**config.mk**
```make
export PLATFORM = sky130hd
export DESIGN_NAME = register_file_mp
export DESIGN_NICKNAME = d
export VERILOG_FILES = /design/src/rtl/register_file_mp.sv
export SDC_FILE = /design/constraint.sdc
export NUM_CORES = 1
export LEC_CHECK = 0
export CAP_MARGIN = 10
export CELL_PAD_IN_SITES_DETAIL_PLACEMENT = 1
export CELL_PAD_IN_SITES_GLOBAL_PLACEMENT = 2
export CORE_UTILIZATION = 40
export DETAILED_ROUTE_END_ITERATION = 8
export PLACE_DENSITY = 0.74
export RECOVER_POWER = 50
export REMOVE_ABC_BUFFERS = 1
export SETUP_SLACK_MARGIN = 0.05
export SYNTH_ARGS = -nofsm -noshare
export SYNTH_HDL_FRONTEND = slang
export SYNTH_SLANG_ARGS = --single-unit
export TNS_END_PERCENT = 50
```
**constraint.sdc**
```tcl
create_clock -name clk -period 3.6 [get_ports clk]
set_input_delay 0.54 -clock clk [delete_from_list [all_inputs] [get_ports clk]]
set_output_delay 0.54 -clock clk [all_outputs]
set_load 0.05 [all_outputs]
```
**src/rtl/register_file_mp.sv**
```systemverilog
// register_file_mp
//   Multi-read-port integer register file for the pipelined core.
//   Reads are registered (one cycle latency), with an optional same-cycle
//   write-to-read bypass, and a per-register busy scoreboard for hazard
//   detection. Storage is cleared by an NREG-cycle sweep after reset rather
//   than by a wide asynchronous clear.
// Ports
//   clk        : clock, rising edge
//   rst_n      : asynchronous active-low reset
//   ready      : 1 once the init sweep has finished
//   rd_en      : capture every read port this cycle
//   rs_addr    : read addresses, port p at [p*AW +: AW]
//   rs_data    : registered read data, port p at [p*XLEN +: XLEN]
//   rs_busy    : registered busy flag per read port
//   we         : writeback enable
//   rd_addr    : writeback address
//   rd_data    : writeback data
//   busy_set   : mark busy_addr as having a pending producer
//   busy_addr  : register to mark busy
module register_file_mp #(
   parameter int XLEN     = 32,
   parameter int NREG     = 32,
   parameter int NRP      = 2,
   parameter int ZERO_REG = 1,
   parameter int BYPASS   = 1
) (
   input  logic                        clk,
   input  logic                        rst_n,
   output logic                        ready,
   input  logic                        rd_en,
   input  logic [NRP*$clog2(NREG)-1:0] rs_addr,
   output logic [NRP*XLEN-1:0]         rs_data,
   output logic [NRP-1:0]              rs_busy,
   input  logic                        we,
   input  logic [$clog2(NREG)-1:0]     rd_addr,
   input  logic [XLEN-1:0]             rd_data,
   input  logic                        busy_set,
   input  logic [$clog2(NREG)-1:0]     busy_addr
);

   localparam int AW = $clog2(NREG);
   // One extra bit so addresses can be range-checked against NREG exactly.
   localparam logic [AW:0] LIM = (AW+1)'(NREG);

   typedef enum logic {ST_INIT, ST_READY} state_t;

   state_t               r_state;
   logic [AW-1:0]        r_idx;
   logic                 r_ready;
   logic [XLEN-1:0]      r_mem [NREG];
   logic [NREG-1:0]      r_busy;
   logic [NRP*XLEN-1:0]  r_rs_data;
   logic [NRP-1:0]       r_rs_busy;

   logic                 w_wr_ok;
   logic                 w_set_ok;
   logic [NREG-1:0]      w_busy_nxt;
   logic [AW-1:0]        w_addr;
   logic [NRP*XLEN-1:0]  w_rs_data;
   logic [NRP-1:0]       w_rs_busy;

   always_comb begin
      w_wr_ok  = (r_state == ST_READY) && we && ({1'b0, rd_addr} < LIM)
                 && !((ZERO_REG != 0) && (rd_addr == '0));
      w_set_ok = (r_state == ST_READY) && busy_set && ({1'b0, busy_addr} < LIM)
                 && !((ZERO_REG != 0) && (busy_addr == '0));
   end

   // Clear first, then set, so a same-address set wins.
   always_comb begin
      w_busy_nxt = r_busy;
      if (w_wr_ok)  w_busy_nxt[rd_addr]   = 1'b0;
      if (w_set_ok) w_busy_nxt[busy_addr] = 1'b1;
   end

   // Busy is taken from the post-edge scoreboard so it agrees with bypassed data.
   always_comb begin
      w_rs_data = '0;
      w_rs_busy = '0;
      w_addr    = '0;
      for (int unsigned p = 0; p < NRP; p++) begin
         w_addr = rs_addr[p*AW +: AW];
         if (({1'b0, w_addr} < LIM) && !((ZERO_REG != 0) && (w_addr == '0))) begin
            if ((BYPASS != 0) && w_wr_ok && (rd_addr == w_addr))
               w_rs_data[p*XLEN +: XLEN] = rd_data;
            else
               w_rs_data[p*XLEN +: XLEN] = r_mem[w_addr];
            w_rs_busy[p] = w_busy_nxt[w_addr];
         end
      end
   end

   always_ff @(posedge clk or negedge rst_n) begin
      if (!rst_n) begin
         r_state   <= ST_INIT;
         r_idx     <= '0;
         r_ready   <= 1'b0;
         r_busy    <= '0;
         r_rs_data <= '0;
         r_rs_busy <= '0;
      end else begin
         case (r_state)
            ST_INIT: begin
               if (r_idx == AW'(NREG-1)) begin
                  r_state <= ST_READY;
                  r_ready <= 1'b1;
               end else begin
                  r_idx <= r_idx + 1'b1;
               end
            end
            ST_READY: begin
               r_busy <= w_busy_nxt;
               if (rd_en) begin
                  r_rs_data <= w_rs_data;
                  r_rs_busy <= w_rs_busy;
               end
            end
            default: r_state <= ST_INIT;
         endcase
      end
   end

   // Storage has no reset; the sweep zeroes it one entry per cycle.
   always_ff @(posedge clk) begin
      if (r_state == ST_INIT)
         r_mem[r_idx] <= '0;
      else if (w_wr_ok)
         r_mem[rd_addr] <= rd_data;
   end

   assign ready   = r_ready;
   assign rs_data = r_rs_data;
   assign rs_busy = r_rs_busy;

endmodule

```
==> results.json <==
{
  "outcome": "complete, but fails checks",
  "violations": "capacitance limit, slew limit",
  "drive_gt1_share_pct": 30.4,
  "first_iter_violations": 4095,
  "yosys.cell_types.count": 61,
  "worstPathArrival_ns": 3.77,
  "cts_buffer_depth": 3,
  "grt_overflow": 0,
  "cts_max_level": 3,
  "post-place-ws_ns": -0.00365,
  "cts_made_buffers": 115,
  "synth.area.top_cells": "edfxtp_1 (57%), mux4_2 (19%), dfrtp_1 (4.9%), mux2i_1 (3.9%), o21ai_0 (1.3%)",
  "ctsHoldBuffers": 1,
  "worstPathRequired_ns": 4.21,
  "r2r-end": "r_mem[31][24]",
  "dr.pass1.iters": 5,
  "setup_slack_ns": 0.437,
  "synth_ff_type": "edfxtp_1",
  "wirelength_um": 173000,
  "worst-r2r-setup-slack_ns": 0.59,
  "wire_per_inst_um": 33.1,
  "num_io_pins": 124,
  "worst_pin_slew_ns": 1.56,
  "antenna_found_initial": 7,
  "routed_via_density": 6.30,
  "max_slew_margin_pct": -4.19,
  "nets": 3423,
  "cts.sinks": 1129,
  "ant_nets": 0,
  "start_util_pct": 40.3,
  "cap_violations": 2,
  "whs_ns": 0.421,
  "critPathCaptureType": "flip-flop",
  "io_buffer_count": 123,
  "hold_viol": 0,
  "p_leak_nw": 22.3,
  "reg2regPathDepth": 3,
  "synth_area_mm2": 0.0537,
  "die_x_um": 368,
  "synth_top_area_share_pct": 57.3,
  "path_max_fanout": 27,
  "fmax_mhz": 316,
  "chipHeight_um": 368,
  "vias": 32900,
  "ctsRootBufferMaster": "clkbuf_16",
  "startpoint_type": "input pin",
  "dp_hpwl_um": 115000,
  "synth_largest_area_cell": "edfxtp_1",
  "r2r-start": "r_state",
  "crit_path_end": "rs_data[23]",
  "crit_start": "rd_addr[2]",
  "synth_edf_count": 1024,
  "ys_async_sr_fraction_pct": 9.30,
  "grt_setup_unrepaired": "no",
  "clk_pin_slew_ns": 0.06,
  "synth.avg_cell_area_um2": 17.4,
  "setup_viol": 0,
  "ys_ff_latch": 1129,
  "area_delta_synth_final_pct": 17.4,
  "finalPower_mw": 30.2,
  "post-route-period-util_pct": 87.9,
  "cts_tree": "done",
  "coreArea_mm2": 0.133,
  "clk_latency_ns": 0.75,
  "cts_resized": 0,
  "worstSetupPathType": "input pin to flip-flop",
  "postCtsSetupBuffers": 0,
  "yosysSeqAreaShare_pct": 62.2,
  "fillers": 12500,
  "grt_max_degree": 49,
  "fin_crit_ns": 3.16,
  "ys_warn_count": 0,
  "finalMaxSlewViolations": 65,
  "skew_ns": 0.0445,
  "grt_first_pass_wirelength_um": 249000,
  "peakVddDrop_mv": 0.395,
  "rows": 134,
  "die_area_mm2": 0.136,
  "gp_congestion": 0.869,
  "hold_path_class": "flip-flop to flip-flop",
  "grtUsageTotal_pct": 25.4,
  "synth_cells": 3082,
  "grt_pass1_vias": 34600,
  "drc_errors": 0,
  "power_density_mw_per_mm2": 480
}
==> registers in the layout, indices dropped and copies added (netlist names) <==
name / cells
r_state: 1
rs_busy: 2
rs_data: 64
r_busy: 32
r_mem: 1024
r_idx: 5
ready: 1
==> synth_stat cells, drive strengths merged, types with 2 or more instances <==
master	number
edfxtp	1024
mux4	453
mux2i	210
o21ai	164
nor2	161
buf	131
clkbuf	107
dfrtp	105
nand2	100
and2	86
a21oi	81
o31ai	66
a22oi	65
a221oi	64
mux2	57
a211oi	53
nand3	16
or2	16
o2111ai	15
inv	10
nor3	10
nand3b	8
nand2b	7
xnor2	7
o22ai	6
xor2	6
nand4	5
or3b	5
nand4b	4
a2111oi	3
a21o	3
and3	3
o21a	3
o22a	3
o311a	3
a311oi	2
and4	2
ha	2
nand4bb	2
nor2b	2
o211ai	2
o31a	2
or3	2
==> cells in the final DEF (no fill, tap or decap), drive strengths merged, types with 4 or more instances in the layout <==
cell type / count
or2: 16
nand4: 5
dlygate4sd3: 67
edfxtp: 1024
inv: 11
or3b: 5
mux2i: 210
dfrtp: 105
o22ai: 6
nand3: 16
and2: 86
nand2b: 7
xnor2: 7
mux2: 57
nand2: 100
a221oi: 64
mux4: 453
a21oi: 81
o2111ai: 15
buf: 251
clkinv: 52
xor2: 6
clkbuf: 176
clkinvlp: 7
o31ai: 66
nor2: 161
bufinv: 15
a22oi: 65
a211oi: 53
o21ai: 164
nand3b: 8
clkdlybuf4s50: 46
nand4b: 4
nor3: 10
==> metal layers <==
metal | GRT usage (%) | up-vias | part of all wire, %
met5 | 0 | - | 0.0069
met4 | 7.31 | 2 | 2.6
met3 | 4.81 | 248 | 8.6
met2 | 39.2 | 1548 | 46
met1 | 36.8 | 17700 | 43
li1 | - | 13400 | -
==> cell families (layout without fill, tap and decap cells) <==
logic type / count (synthesis) / in the layout / synth area share [%]
xor+xnor: 13 / 13 / 0.212
other cells: 0 / 1 / 0
mux: 720 / 720 / 24.1
compound gates: 539 / 539 / 7.03
flops: 1129 / 1129 / 62.2
buf+inv: 248 / 625 / 2.50
simple gates: 431 / 431 / 3.89
fa+ha+maj: 2 / 2 / 0.0466
==> worst min-delay path by stage <==
stage | start | endpoint | cells after the start
after floorplan | rst_n | r_busy[0] | 0
after global placement | r_busy[0] | r_busy[0] | 0
after detailed placement | r_busy[0] | r_busy[0] | 0
after CTS | rd_data[7] | rs_data[7] | 3
after global routing | r_busy[0] | r_busy[0] | 0
final | r_busy[0] | r_busy[0] | 0
==> critical path: stages <==
cell and delay (ns):
dlygate4sd3_1 0.55, or3_1 0.43, o311a_2 0.52, nand4_1 0.26, clkbuf_2 1.00, nor2_1 0.15
o31ai_1 0.29
==> per-stage QoR <==
| stage | utilization [%] | std cells | setup TNS, ns | area, µm² |
|---|---|---|---|---|
| 6_report | 47.3 | 5228 | 0 | 63000 |
| 5_1_grt | 47.3 | 5227 | 0 | 63000 |
| 4_1_cts | 47.4 | 5227 | 0 | 63100 |
| 3_5_place_dp | 44.5 | 5014 | -0.0539 | 59300 |
| 3_3_place_gp | 44.5 | 5014 | 0 | 59300 |
| 2_1_floorplan | - | 2844 | -242.99 | 52400 |
==> layout make-up <==
type	instances	area, µm²	area share, %
antenna	1	2.50	0.00397
multi-input combinational	1705	19200	30.5
clock buffer	137	3020	4.80
tap	1768	2210	3.51
sequential	1129	33400	53.0
clock inverter	75	778	1.24
inverter	10	38.8	0.0616
timing repair buffer	403	4330	6.88
==> report_power, final <==
part           switching [mW]  total, mW  internal (mW)
Combinational            2.16       3.39           1.23
Sequential             0.0911       14.6           14.5
Clock                    5.23       12.3           7.04
Note: power is estimated with default switching activity, not from simulation.
